<file path="src/rtl/uart_pkg.sv">
// UART shared package: FSM encoding and bit-timing helpers.
// Common to the receiver and transmitter.
package uart_pkg;

  typedef enum logic [1:0] {
    S_IDLE  = 2'd0,
    S_START = 2'd1,
    S_RECV  = 2'd2,
    S_STOP  = 2'd3
  } uart_state_e;

  localparam int UART_PAYLOAD_DEF = 8;

  function automatic int cycles_per_bit(
    input int clk_hz,
    input int bit_rate
  );
    return clk_hz / bit_rate;
  endfunction

  function automatic int half_bit(
    input int clk_hz,
    input int bit_rate
  );
    return (clk_hz / bit_rate) / 2;
  endfunction

endpackage

</file>
<file path="src/rtl/uart_rx_sync.sv">
// Two-flop synchronizer for the asynchronous serial line.
// Resets to the idle (high) level.
module uart_rx_sync (
  input  logic clk,
  input  logic rst_n,
  input  logic i_d,
  output logic o_q
);
  logic r_meta;
  logic r_q;

  always_ff @(posedge clk or negedge rst_n) begin
    if (!rst_n) begin
      r_meta <= 1'b1;
      r_q    <= 1'b1;
    end else begin
      r_meta <= i_d;
      r_q    <= r_meta;
    end
  end

  assign o_q = r_q;
endmodule

</file>
<file path="src/rtl/uart_rx.sv">
// UART receiver: mid-bit sampling, LSB first, with
// frame-error and break detection.
module uart_rx
  import uart_pkg::*;
#(
  parameter int CLK_HZ       = 100_000_000,
  parameter int BIT_RATE     = 256000,
  parameter int PAYLOAD_BITS = 8,
  parameter int STOP_BITS    = 1
) (
  input  logic                    clk,
  input  logic                    rst_n,
  input  logic                    uart_rxd,
  input  logic                    uart_rx_en,
  output logic                    uart_rx_valid,
  output logic [PAYLOAD_BITS-1:0] uart_rx_data,
  output logic                    uart_rx_frame_err,
  output logic                    uart_rx_break
);
  localparam int CPB  = cycles_per_bit(CLK_HZ, BIT_RATE);
  localparam int HALF = half_bit(CLK_HZ, BIT_RATE);
  localparam int CW   = 1 + $clog2(CPB);
  localparam int BW   = $clog2(PAYLOAD_BITS + 1);

  localparam logic [CW-1:0] CNT_BIT   = CW'(CPB - 1);
  localparam logic [CW-1:0] CNT_HALF  = CW'(HALF - 1);
  localparam logic [BW-1:0] LAST_BIT  = BW'(PAYLOAD_BITS - 1);
  localparam logic [BW-1:0] LAST_STOP = BW'(STOP_BITS - 1);

  uart_state_e r_state;
  uart_state_e w_next;

  logic                    w_rxd_s;
  logic                    r_rxd_d;
  logic [CW-1:0]           r_cnt;
  logic [BW-1:0]           r_bits;
  logic [PAYLOAD_BITS-1:0] r_shift;
  logic [PAYLOAD_BITS-1:0] r_data;
  logic                    r_lo_any;
  logic                    r_lo_all;
  logic                    r_valid;
  logic                    r_ferr;
  logic                    r_brk;

  logic w_fall;
  logic w_tick_half;
  logic w_tick_bit;
  logic w_last_bit;
  logic w_last_stop;
  logic w_end;
  logic w_lo_any;
  logic w_lo_all;
  logic w_ok;
  logic w_ferr;
  logic w_brk;

  uart_rx_sync u_sync (
    .clk   (clk),
    .rst_n (rst_n),
    .i_d   (uart_rxd),
    .o_q   (w_rxd_s)
  );

  assign w_fall      = r_rxd_d & ~w_rxd_s;
  assign w_tick_half = (r_cnt == CNT_HALF);
  assign w_tick_bit  = (r_cnt == CNT_BIT);
  assign w_last_bit  = (r_bits == LAST_BIT);
  assign w_last_stop = (r_bits == LAST_STOP);

  always_ff @(posedge clk or negedge rst_n) begin
    if (!rst_n) r_state <= S_IDLE;
    else        r_state <= w_next;
  end

  always_comb begin
    w_next = r_state;
    if (r_state != S_IDLE && !uart_rx_en) begin
      w_next = S_IDLE;
    end else begin
      unique case (r_state)
        S_IDLE:
          if (w_fall && uart_rx_en) w_next = S_START;
        S_START:
          if (w_tick_half)
            w_next = w_rxd_s ? S_IDLE : S_RECV;
        S_RECV:
          if (w_tick_bit && w_last_bit) w_next = S_STOP;
        S_STOP:
          if (w_tick_bit && w_last_stop) w_next = S_IDLE;
        default: w_next = S_IDLE;
      endcase
    end
  end

  // Frame outcome is decided on the last stop-sample edge.
  always_comb begin
    w_end    = (r_state == S_STOP) & uart_rx_en
             & w_tick_bit & w_last_stop;
    w_lo_any = r_lo_any | ~w_rxd_s;
    w_lo_all = r_lo_all & ~w_rxd_s;
    w_ok     = w_end & ~w_lo_any;
    w_ferr   = w_end & w_lo_any;
    w_brk    = w_end & w_lo_all & (r_shift == '0);
  end

  always_ff @(posedge clk or negedge rst_n) begin
    if (!rst_n) begin
      r_rxd_d  <= 1'b1;
      r_cnt    <= '0;
      r_bits   <= '0;
      r_shift  <= '0;
      r_data   <= '0;
      r_lo_any <= 1'b0;
      r_lo_all <= 1'b1;
      r_valid  <= 1'b0;
      r_ferr   <= 1'b0;
      r_brk    <= 1'b0;
    end else begin
      r_rxd_d <= w_rxd_s;
      r_valid <= w_ok;
      r_ferr  <= w_ferr;
      r_brk   <= w_brk;
      if (w_ok) r_data <= r_shift;
      r_cnt <= r_cnt + 1'b1;
      unique case (r_state)
        S_IDLE: begin
          r_cnt    <= '0;
          r_bits   <= '0;
          r_lo_any <= 1'b0;
          r_lo_all <= 1'b1;
        end
        S_START:
          if (w_tick_half) r_cnt <= '0;
        S_RECV:
          if (w_tick_bit) begin
            r_cnt   <= '0;
            r_shift <= {w_rxd_s, r_shift[PAYLOAD_BITS-1:1]};
            r_bits  <= w_last_bit ? '0 : r_bits + 1'b1;
          end
        S_STOP:
          if (w_tick_bit) begin
            r_cnt    <= '0;
            r_bits   <= r_bits + 1'b1;
            r_lo_any <= w_lo_any;
            r_lo_all <= w_lo_all;
          end
        default: r_cnt <= '0;
      endcase
    end
  end

  assign uart_rx_valid     = r_valid;
  assign uart_rx_data      = r_data;
  assign uart_rx_frame_err = r_ferr;
  assign uart_rx_break     = r_brk;
endmodule
</file>
<file path="config.mk">
export PLATFORM = sky130hd
export DESIGN_NAME = uart_rx
export DESIGN_NICKNAME = d
export VERILOG_FILES = /design/src/rtl/uart_pkg.sv /design/src/rtl/uart_rx_sync.sv /design/src/rtl/uart_rx.sv
export SDC_FILE = /design/constraint.sdc
export NUM_CORES = 1
export LEC_CHECK = 0
export ABC_AREA = 1
export CAP_MARGIN = 20
export CORE_MARGIN = 1.5
export CORE_UTILIZATION = 56
export CTS_CLUSTER_SIZE = 20
export DETAILED_ROUTE_END_ITERATION = 16
export DONT_BUFFER_PORTS = 1
export PLACE_DENSITY = 0.74
export SYNTH_ARGS = -nofsm -noshare
export SYNTH_HDL_FRONTEND = slang
export SYNTH_SLANG_ARGS = --single-unit
</file>
<file path="constraint.sdc">
create_clock -name clk -period 1.5 [get_ports clk]
set_clock_uncertainty 0.1 [all_clocks]
set_input_delay 0.225 -clock clk [delete_from_list [all_inputs] [get_ports clk]]
set_output_delay 0.225 -clock clk [all_outputs]
set_load 0.01 [all_outputs]
</file>
==> results.md, run 1 <==
Status:
- The flow ran to the end, but the final reports show violations.
- The final reports fail on negative setup slack.

Yosys:
- The largest area contributor in the synthesized netlist is dfrtp_1.
- Summing the sequential cell areas from Yosys gives 53.42% of the chip area.
- The synthesized netlist devotes 9.767% of its cell area to compound gates.
- Synthesis handed over a netlist of 214 instances.
- Counting flops with a built-in enable in the synthesized netlist gives 0.
- During synthesis, Yosys emitted a total of 0 warnings.
- Summing every instance area after synthesis gives 0.001883 mm².
- Counting instances in the post-synthesis netlist gives the leading cell types as nand2_1, dfrtp_1, inv_1.
- The number of nets in the synthesized netlist is 223.
- The top cell type by area accounts for 47.84% of the synthesized area.
- Summing the areas of all xor and xnor instances in the mapped netlist gives 0.4651% of the synthesized area.
- The simple-gate portion of the synthesized area is 25.25%.
- The count of cell types in the netlist is 24.
- By area, the combinational part of the netlist is dominated by simple AND/OR/NAND/NOR gates.
- Multiplexer cells account for 0% of the synthesized area.
- The most used flip-flop cell after synthesis is dfrtp_1.
- Ranked by total cell area, the synthesized netlist is headed by dfrtp_1, nand2_1, inv_1, dfstp_2, nand3_1.
- The synthesized area per cell is 8.799 µm².
- The most instantiated library cell after synthesis is nand2_1.
- The synthesized netlist devotes 3.322% of its cell area to adder and majority cells.
- The fraction of registers with async set/reset is 100.0%.
- The number of flip-flops and latches in the synthesized netlist is 40.

Final layout:
- The relative area change from synthesis to final layout is 30.10%.
- The number of antenna cells inserted is 0.
- The final cell utilization of the core is 78.32%.
- The final standard cell area without fillers is 0.002450 mm².
- The final layout net count is 255.
- Of the cells placed in the final design, the portion with a size suffix greater than 1 is 38.06%.

STA:
- Setup violations remaining at the end of the flow were counted as 37.
- The share of the clock period used by the worst path is 110.2%.
- The final hold violation count is 0.
- Setup repair after global routing could not meet its margin everywhere.
- The maximum operating frequency is 604.8 MHz.
- The worst relative slew slack is 69.60%.
- The max-slew violation total from the final report was 0.
- The minimum clock period after layout is 1.653 ns.
- The actual slew at the worst max-slew pin is 0.4519 ns.
- The total negative setup slack is -3.164 ns.
- The worst-case setup margin in the final layout is -0.1533 ns.

Die:
- The core area is 0.003128 mm².
- The floorplan row count is 20.
- For this design the top-level I/O count stands at 15.
- The floorplan step defined a die boundary enclosing 0.003719 mm².
- The vertical die dimension is 60.99 µm.
- In this run the horizontal extent of the chip is 60.99 µm.
- The starting density of the core is 60.20%.

CTS:
- Clock-pin slew was measured on the worst setup and hold paths at 0.12 ns.
- The TritonCTS clock tree is done.
- The maximum level of the CTS H-tree is 2.
- The tree built by TritonCTS fans out to 40 sinks.
- Counting the buffers created by CTS gives 5.
- The later pin in the worst-skew pair is clocked with a latency of 0.37 ns.
- The maximum buffer depth of the clock tree is 2.
- The tree is rooted in a clkbuf_4.

Drt:
- The via density per instance is 5.361.
- The total length of routed wires is 4242 µm.
- The first-pass detailed-route iteration total is 4.
- Dividing the detail-routed wire length by the instance count gives 14.58 µm.
- The total number of vias is 1560.
- The count of unresolved DRC violations after routing is 0.
- In this run the remaining antenna-violating nets after routing total 0.
- The DRC marker count from the first detailed-route iteration is 137.

Power and ir drop:
- Registers are responsible for 49.6% of the overall power.
- The maximum resistive drop on vdd is 0.7015 mV.
- In this run, the clock network consumes 22.1% of the power.
- The internal power of the cells totals 0.001548 W.
- Summed over all nets, the switching power comes to 0.0009062 W.
- The power per standard cell area is 1002 mW/mm².
- The combinational cell fraction of total power is 28.3%.
- In this run switching power makes up 36.92% of total power.
- The design draws 0.002455 W.
- The analysis attributes to cell leakage a power of 1.085 nW.

Run:
- The total of max-cap violations is 0.

GRT:
- The total congestion overflow is 0.
- The global-route wire length before repair is 6541 µm.
- Global routing used 24.41% of the available tracks.
- The number of antenna violations at the first check in global routing was 0.
- Entering global routing, the biggest net connects 41 pins.
- The number of global-route vias before repair is 1511.

Critical path:
- The kind of start point of the critical path is a register.
- The worst register-to-register path has a depth of 10.
- The category of the most critical setup path is reg -> reg.
- The critical path startpoint is r_cnt[1].
- The origin of the critical flop-to-flop path is r_cnt[1].
- For the worst setup path, the data required time is 1.69 ns.
- At the worst endpoint, the arrival time is 1.84 ns.
- STA classifies the critical path endpoint as a register.
- In this run the worst path has a maximum fanout of 5.

Placement:
- After legalization and detailed placement, the total HPWL measured 2479 µm.
- The routability congestion estimate is 0.8140.
- The count of buffers added on input and output ports is 0.
- The worst setup slack before clock tree synthesis is -0.2277 ns.
- The cell area after placement is 0.001998 mm².

Min path:
- In this run the most critical hold path is launched from uart_rx_en.
- Along the worst hold path, the cell count comes to 3.
- The class of the tightest hold or removal check is in -> reg.
kinds of logic after synthesis:
logic type      count (synthesis)
simple gates                  102
flops                          40
buf+inv                        35
compound gates                 31
fa+ha+maj                       5
xor+xnor                        1
routing by layer:
| layer | vias up | GRT usage (%) | share of wire, % |
|---|---|---|---|
| met5 | - | 0 | 0 |
| met4 | 0 | 13.04 | 3.2 |
| met3 | 18 | 5.330 | 3.8 |
| met2 | 43 | 40.71 | 51 |
| met1 | 749 | 29.47 | 42 |
| li1 | 750 | - | - |
power by group through the flow:
stage          registers (W)  logic [W]  clock network [W]
2_1_floorplan        0.00121   0.000315                  0
3_3_place_gp         0.00122   0.000408                  0
3_5_place_dp         0.00122   0.000438                  0
4_1_cts              0.00120   0.000581           0.000547
5_1_grt              0.00123   0.000763           0.000592
6_report             0.00122   0.000695           0.000543
worst paths after layout:
check,end,slack [ns]
max reg2reg,r_cnt[3],-0.15
min,r_state[1],0.03
max,r_cnt[3],-0.15
max in group asynchronous,u_sync.r_meta,0.83
min reg2reg,u_sync.o_q,0.27
min in group asynchronous,r_lo_any,0.20
critical path, cell delays in order, from the launching register on:
cell and delay [ns]:
dfrtp_1 0.40, buf_4 0.14, buf_4 0.12, ha_1 0.16
nand2_1 0.07, nor2_1 0.04, nand3_1 0.13, nand2_2 0.08
nand2_4 0.12, o21ai_1 0.09, a21oi_1 0.13
cell type report:
cell class | instances | area (µm²)
Fill cell | 181 | 678.2
Inverter | 33 | 136.4
Tap cell | 44 | 55.05
Clock buffer | 6 | 41.29
Timing Repair Buffer | 26 | 245.2
Sequential cell | 40 | 1006
Clock inverter | 2 | 12.51
Multi-Input combinational cell | 140 | 953.4
repair_timing:
item,in CTS,in global routing
buffers inserted,6,4
setup endpoints to repair,34,37
hold buffers,4,0
pin swaps,4,14
endpoints found under the hold margin,44,0
gates resized for setup,19,49
cloned,1,1
per-stage QoR:
step | cells | hold slack [ns]
final | 291 | 0.03214
after global routing | 291 | 0.06793
after CTS | 286 | 0.01170
after detailed placement | 267 | -0.1697
after global placement | 267 | -0.1696
after floorplan | 214 | -0.1706
registers in the layout, indices dropped and copies added (netlist names), 2 cells and up:
signal and cells:
r_bits 4, uart_rx_data 8, r_state 2, r_shift 8, r_cnt 10
cells in the final DEF (no fill, tap or decap), types with 2 or more instances in the layout:
master / Yosys / final
dfstp_2: 4 / 4
nor2_2: 1 / 6
buf_4: 0 / 20
o21ai_0: 9 / 7
nand2_8: 0 / 2
dfrtp_1: 36 / 36
nor3_4: 1 / 2
nor2_4: 0 / 4
dlygate4sd3_1: 0 / 3
ha_1: 5 / 3
nand3_2: 2 / 6
nor2_1: 23 / 14
nand2_4: 0 / 9
inv_1: 31 / 26
nand2_2: 3 / 8
nand2_1: 45 / 30
a21oi_2: 0 / 2
nor3_2: 0 / 2
inv_2: 2 / 5
nand3_1: 18 / 14
o21ai_1: 8 / 10
clkbuf_4: 0 / 5
buf_12: 0 / 2
a21oi_1: 6 / 4
nor3b_2: 0 / 2
ha_2: 0 / 2
o21ai_2: 7 / 7
Note: power is estimated with default switching activity, not from simulation.
==> run 2, diff against run 1 <==
--- a/constraint.sdc
+++ b/constraint.sdc
@@ -4,2 +4,2 @@
 set_output_delay 0.225 -clock clk [all_outputs]
-set_load 0.01 [all_outputs]
+set_load 0.1 [all_outputs]
==> run 2 against run 1 <==
  * Critical path depth did not move
  * Core utilization increased by 3.6 points
  * Final area rose by 4.5%
  * Total power increased by 10%
  * The flow still finishes with violations (negative setup slack)
  * Maximum frequency fell by 2.3%
  * Register-to-register slack worse by 0.04 ns
  * Worst hold slack better by 0.036 ns
  * Count of clock-buffer cells in the layout is the same
  * Worst setup slack lost 0.038 ns
  * Die area stayed put
==> results.md, run 2 (synthesis gave the netlist of run 1 again) <==
Status:
- The run finished, with violations left.
- The final reports fail on negative setup slack.

Die:
- The floorplan row count is 20 (unchanged).
- The horizontal die dimension is 60.99 µm (unchanged).
- The boundary pin count is 15 (unchanged).
- The core area came to 0.003128 mm² (unchanged).
- The starting density of the core was 60.20% (unchanged).
- The vertical die dimension is 60.99 µm (unchanged).
- The area of the die is 0.003719 mm² (unchanged).

STA:
- The worst hold slack is 0.06825 ns (+0.03611 ns).
- The final hold violation count came to 0 (unchanged).
- The minimum clock period after layout is 1.692 ns (+0.03818 ns).
- The max-slew violation total from the final report is 0 (unchanged).
- The maximum operating frequency is 591.2 MHz (-2.3%).
- The worst relative slew slack was 77.57% (+8.0 points).
- Setup repair after global routing could not meet its margin everywhere.
- The number of setup violations in the final report is 36 (-2.7%).
- The total negative setup slack was -2.901 ns (+0.2637 ns).
- The worst-case setup margin in the final layout was -0.1915 ns (-0.03818 ns).
- The share of the clock period used by the worst path came to 112.8% (+2.5 points).
- The actual slew at the worst max-slew pin is 0.3365 ns (-0.1153 ns).

GRT:
- The total congestion overflow is 0 (unchanged).
- The global-route total usage across every layer is 22.26% (-2.1 points).
- The maximum number of pins on one net before global-route repair is 41 (unchanged).
- The number of global-route vias before repair is 1466 (-3.0%).
- The global-route wire length before repair was 6092 µm (-6.9%).
- The number of antenna violations at the first check in global routing was 0 (unchanged).

Critical path:
- The origin of the critical flop-to-flop path is r_bits[1].
- The largest fanout on the critical path was 8 (+3).
- The endpoint of the most critical register-to-register path is uart_rx_data[6].
- The slack of the worst reg-to-reg path is -0.19 ns (-0.04 ns).
- The type of destination of the critical path is a register.
- The arrival time of the worst setup path is 1.85 ns (about the same).
- The required time at the worst-slack endpoint is 1.66 ns (-0.03 ns).
- The count of cells along the worst register-to-register path is 10 (unchanged).
- The kind of start point of the critical path is a register.
- The setup path with the least slack is of type reg -> reg.

Final layout:
- The final layout net count is 264 (+3.5%).
- The library cell used most frequently in the layout, excluding fill and tap cells, is dfrtp_1.
- The register ranked first by flip-flop count is r_cnt.
- The number of antenna cells inserted is 0 (unchanged).
- The number of flip-flops under the largest register name was 10 (unchanged).
- Relative to the synthesized area, the layout overhead comes to 36.01%.
- The share of post-route cells with drive strength above 1 was 39.84% (+1.8 points).
- Leaving out fill and tap cells, the most frequent cells in the layout are dfrtp_1, nand2_1, inv_1.
- The final cell utilization of the core is 81.88% (+3.6 points).

Placement:
- The routability congestion estimate is 0.8270 (+1.6%).
- The placed wire-length estimate after detailed placement is 2459 µm (-0.83%).
- The count of buffers from port buffering is 0 (unchanged).

Power and ir drop:
- The switching power came to 0.0009612 W (+6.1%).
- The combinational cell fraction of total power was 28.2% (about the same).
- The clock share of power is 26.4% (+4.3 points).
- The internal power consumption was 0.001739 W (+12%).
- The maximum resistive drop on vdd is 0.9749 mV (+39%).
- The total leakage power came to 1.184 nW (+9.1%).
- The power per standard cell area is 1054 mW/mm² (+5.2%).
- The sequential cell fraction of total power is 45.4% (-4.2 points).
- The fraction of power spent switching nets came to 35.60% (-1.3 points).

Drt:
- The via density per instance is 5.403 (+0.79%).
- The count of unresolved DRC violations after routing was 0 (unchanged).
- The total number of vias was 1621 (+3.9%).
- The DRC marker count from the first detailed-route iteration is 153 (+12%).
- The remaining antenna violation count was 0 (unchanged).
- The total length of routed wires is 4387 µm (+3.4%).
- The first-pass detailed-route iteration total is 4 (unchanged).
- The average wire per cell in the routed design came to 14.62 µm (+0.32%).

Min path:
- The startpoint identified for the worst hold timing path is uart_rx_en.
- The worst hold path stage count was 4 (+1).
- The worst hold path endpoint is r_state[1].
- The class of the tightest hold or removal check is in -> reg.

CTS:
- The number of clock sinks is 40 (unchanged).
- TritonCTS built the clock tree.
- The maximum buffer depth of the clock tree is 2 (unchanged).
- The number of buffers inserted during clock tree synthesis came to 5 (unchanged).
- The maximum level of the CTS H-tree came to 2 (unchanged).
- The clock latency on the worst-skew pair is 0.36 ns (about the same).
- The clock slew seen by the registers of the worst setup and hold paths was 0.12 ns (about the same).
- CTS placed an instance of clkbuf_4 at the clock tree root.

Run:
- The total of max-cap violations is 0 (unchanged).
## run 2: cell count changes in the layout (fill, tap and decap cells not counted), sizes merged
cell / before / now
dlygate4sd3: 3 / 4
clkinvlp: 1 / 0
bufinv: 0 / 1
buf: 22 / 30
## run 2: layout make-up
cell class              instances  area, µm²
multi-input cells             140      930.9
repair buffers                 35      347.8
flip-flops and latches         40       1007
well taps                      44      55.05
inverters                      33      143.9
fillers                       181      566.8
clock buffers                   6      41.29
clock inverters                 2      35.03
## run 2: worst max-delay path by stage
stage,startpoint,end,slack (ns)
global route,r_bits[1],uart_rx_data[6],-0.24
finish,r_bits[1],uart_rx_data[6],-0.19
CTS,r_cnt[1],uart_rx_data[3],-0.11
floorplan,r_cnt[1],uart_rx_data[5],-0.05
global placement,r_cnt[1],uart_rx_data[4],-0.11
detailed placement,r_cnt[1],uart_rx_data[2],-0.17
## run 2: through the flow
step / cells / setup WS (ns) / cell area [µm²] / power (W)
global route: 300 / -0.2443 / 2561 / 0.002809
CTS: 295 / -0.1150 / 2317 / 0.002475
detailed placement: 280 / -0.1663 / 2121 / 0.001687
global placement: 280 / -0.1086 / 2121 / 0.001651
finish: 300 / -0.1915 / 2561 / 0.002700
floorplan: 214 / -0.05171 / 1883 / 0.001523
## run 2: timing repair
action                                  CTS  global route
cloned                                    0             2
resized for setup                        12            59
endpoints found under the hold margin    44             1
endpoints found under the setup margin   33            36
buffers inserted                          3             2
pin swaps                                 4            14
hold buffers                              4             1
## run 2: power groups by stage
stage               clock [W]  combinational (W)  sequential, W
floorplan                   0           0.000315        0.00121
global placement            0           0.000436        0.00121
detailed placement          0           0.000463        0.00122
CTS                  0.000715           0.000554        0.00121
global route         0.000755           0.000820        0.00123
finish               0.000714           0.000760        0.00123
## run 2: layer usage
layer / vias up / GRT usage (%) / wire (µm)
met5: - / 0 / 0
met4: 0 / 8.385 / 65
met3: 8 / 5.757 / 246
met2: 52 / 37.48 / 2136
met1: 788 / 27.52 / 1939
li1: 773 / - / -
## run 2: worst max-delay path, stage by stage, from the launching register on
cell and delay, ns:
dfrtp_1 0.43, inv_1 0.10, ha_1 0.16, nand3_1 0.10, inv_1 0.09, nand3_2 0.09
inv_2 0.11, nand4_4 0.11, clkbuf_16 0.20, nand2_4 0.05, o21ai_2 0.04
==> run 3, diff against run 2 <==
- GPL_TIMING_DRIVEN: unset -> 0
==> run 3 against run 2 <==
  * The flow still finishes with violations (negative setup slack)
  * Routed wire length shrank 6.2%
  * Critical path depth is the same
  * Worst setup slack better by 0.0060 ns
  * Sequential share of layout area grew 2.4 points
  * Count of clock-buffer cells in the layout is the same
  * Die area unchanged
  * Clock power rose by 9.4%
  * Critical endpoint is now uart_rx_data[3]
  * Largest power group unchanged
  * Highest routed layer unchanged
==> results.md, run 3 (synthesis gave the netlist of run 1 again) <==
Placement:
- The count of buffers from port buffering is 0 (unchanged).
- The routability congestion estimate came to 0.8515 (+3.0%).
- The cell area after placement was 0.001938 mm² (-8.6%).
- The worst setup slack before clock tree synthesis is -0.2101 ns (-0.04383 ns).
- The placed wire-length estimate after detailed placement is 2378 µm (-3.3%).

Final layout:
- The number of flip-flops under the largest register name came to 10 (unchanged).
- The final standard cell area without fillers is 0.002442 mm² (-4.6%).
- The relative area change from synthesis to final layout is 29.70%.
- The share of post-route cells with drive strength above 1 is 40.00% (+0.16 points).
- The top cell types in the final layout, fill and taps aside, are nand2_1, inv_1, dfrtp_1.
- The final cell utilization of the core is 78.08% (-3.8 points).
- The number of antenna cells inserted is 0 (unchanged).
- r_cnt holds more flip-flops than any other register.
- The most frequent standard cell in the layout excluding fill and tap cells is nand2_1.
- The final layout net count was 248 (-6.1%).

Drt:
- The first-pass detailed-route iteration total came to 4 (unchanged).
- The DRC marker count from the first detailed-route iteration came to 133 (-13%).
- The remaining antenna violation count was 0 (unchanged).
- The total number of vias was 1557 (-3.9%).
- The via density per instance is 5.482 (+1.5%).
- The count of unresolved DRC violations after routing is 0 (unchanged).
- The average wire per cell in the routed design was 14.49 µm (-0.89%).
- The total length of routed wires is 4116 µm (-6.2%).

STA:
- The maximum operating frequency was 593.3 MHz (+0.36%).
- The share of the clock period used by the worst path is 112.4% (-0.40 points).
- The worst-case setup margin in the final layout is -0.1855 ns (+0.006035 ns).
- The worst relative slew slack was 39.13% (-38 points).
- The total negative setup slack came to -3.940 ns (-1.039 ns).
- The final hold violation count is 0 (unchanged).
- Setup repair after global routing could not meet its margin everywhere.
- The actual slew at the worst max-slew pin was 0.9130 ns (+0.5765 ns).
- The minimum clock period after layout was 1.685 ns (-0.006035 ns).
- The max-slew violation total from the final report is 0 (unchanged).
- The number of setup violations in the final report was 36 (unchanged).

Min path:
- The worst hold path endpoint is r_state[1].
- The path class of the tightest hold or removal check is in -> reg.
- The startpoint of the worst hold path is uart_rx_en.
- The worst hold path stage count came to 3 (-1).

Critical path:
- The count of cells along the worst register-to-register path is 10 (unchanged).
- The endpoint of the most critical register-to-register path is uart_rx_data[3].
- The category of the most critical setup path is reg -> reg.
- The slack of the worst reg-to-reg path was -0.19 ns (about the same).
- The origin of the critical flop-to-flop path is r_cnt[1].
- The most critical setup path has its startpoint at r_cnt[1].
- The arrival time of the worst setup path came to 1.84 ns (about the same).
- The worst setup path is captured at a register.
- The largest fanout on the critical path is 6 (-2).
- The required time at the worst-slack endpoint is 1.65 ns (about the same).
- STA classifies the critical path startpoint as a register.

CTS:
- The maximum buffer depth of the clock tree was 2 (unchanged).
- The number of clock sinks is 40 (unchanged).
- The clock latency on the worst-skew pair is 0.36 ns (about the same).
- The clock slew seen by the registers of the worst setup and hold paths came to 0.13 ns (about the same).
- In this run the clock root is driven by a clkbuf_4.
- The TritonCTS clock tree is done.
- The maximum level of the CTS H-tree is 2 (unchanged).
- The number of buffers inserted during clock tree synthesis is 5 (unchanged).

Power and ir drop:
- The power per standard cell area is 1137 mW/mm² (+7.9%).
- The total chip power is 0.002777 W (+2.9%).
- The maximum resistive drop on vdd is 0.6851 mV (-30%).
- The total leakage power is 1.084 nW (-8.4%).

GRT:
- The number of antenna violations at the first check in global routing came to 0 (unchanged).
- The total congestion overflow is 0 (unchanged).
- The global-route wire length before repair is 6451 µm (+5.9%).
- The global-route total usage across every layer is 23.87% (+1.6 points).
- The maximum number of pins on one net before global-route repair is 41 (unchanged).
- The number of global-route vias before repair was 1490 (+1.6%).

Die:
- The core area came to 0.003128 mm² (unchanged).
- The horizontal die dimension is 60.99 µm (unchanged).
- The floorplan row count is 20 (unchanged).
- The starting density of the core is 60.20% (unchanged).
- The area of the die is 0.003719 mm² (unchanged).
- The boundary pin count is 15 (unchanged).
- The vertical die dimension came to 60.99 µm (unchanged).

Status:
- The checks that failed: negative setup slack.
- The flow ran to the end, but the final reports show violations.

Run:
- The total of max-cap violations was 0 (unchanged).
run 3: cell count changes in the layout (fill, tap and decap cells not counted), sizes merged:
cell and change:
nand2 -1, dlygate4sd3 -1, clkbuf -1, buf -13
run 3: critical path, stage by stage, from the launching register on:
cell and delay, ns:
dfrtp_1 0.41, inv_1 0.06, ha_2 0.18, nand3_2 0.08, nor2_4 0.12, nand3_2 0.09
inv_2 0.09, nand4_4 0.13, buf_6 0.19, nand2_2 0.06, o21ai_2 0.06
run 3: power by group:
part	switching [W]	total (W)	leakage (nW)	internal, W
sequential	0.0000782	0.00121	0.524	0.00113
clock	0.000382	0.000781	0.0484	0.000399
combinational	0.000499	0.000785	0.512	0.000286
run 3: cell type report:
type,count,area [µm²]
timing repair buffer,18,193.9
tap,44,55.05
inverter,33,141.4
sequential,40,1018
buffer,2,26.28
fill,184,685.7
clock buffer,6,51.30
clock inverter,2,38.79
multi-input combinational,139,917.1
run 3: routing by layer:
layer | vias to the layer above | GRT usage (%) | wire, µm | part of all wire (%)
met3 | 7 | 6.823 | 162 | 3.9
met2 | 44 | 39.32 | 2192 | 53
li1 | 738 | - | - | -
met1 | 768 | 30.18 | 1708 | 41
met4 | 0 | 8.385 | 53 | 1.3
met5 | - | 0 | 0 | 0
run 3: repair_timing:
action                                 4_1_cts  5_1_grt
pin swaps                                    9        6
gates resized for setup                     50       31
endpoints found under the hold margin       44        0
cloned                                       2        0
setup endpoints to repair                   44       37
hold buffers                                 4        0
setup buffers                                8        4
run 3: metrics by stage:
stage | std cells | hold WS [ns]
final | 284 | 0.009416
after global routing | 284 | 0.03395
after CTS | 280 | 0.002633
after detailed placement | 258 | -0.1698
after global placement | 258 | -0.1697
after floorplan | 214 | -0.1706
run 3: worst max path at each step:
stage	end	slack, ns	depth (start not counted)
2_1_floorplan	uart_rx_data[5]	-0.05	10
3_3_place_gp	uart_rx_data[6]	-0.18	10
3_5_place_dp	uart_rx_data[5]	-0.21	10
4_1_cts	uart_rx_data[3]	-0.17	10
5_1_grt	uart_rx_data[3]	-0.26	10
6_report	uart_rx_data[3]	-0.19	10
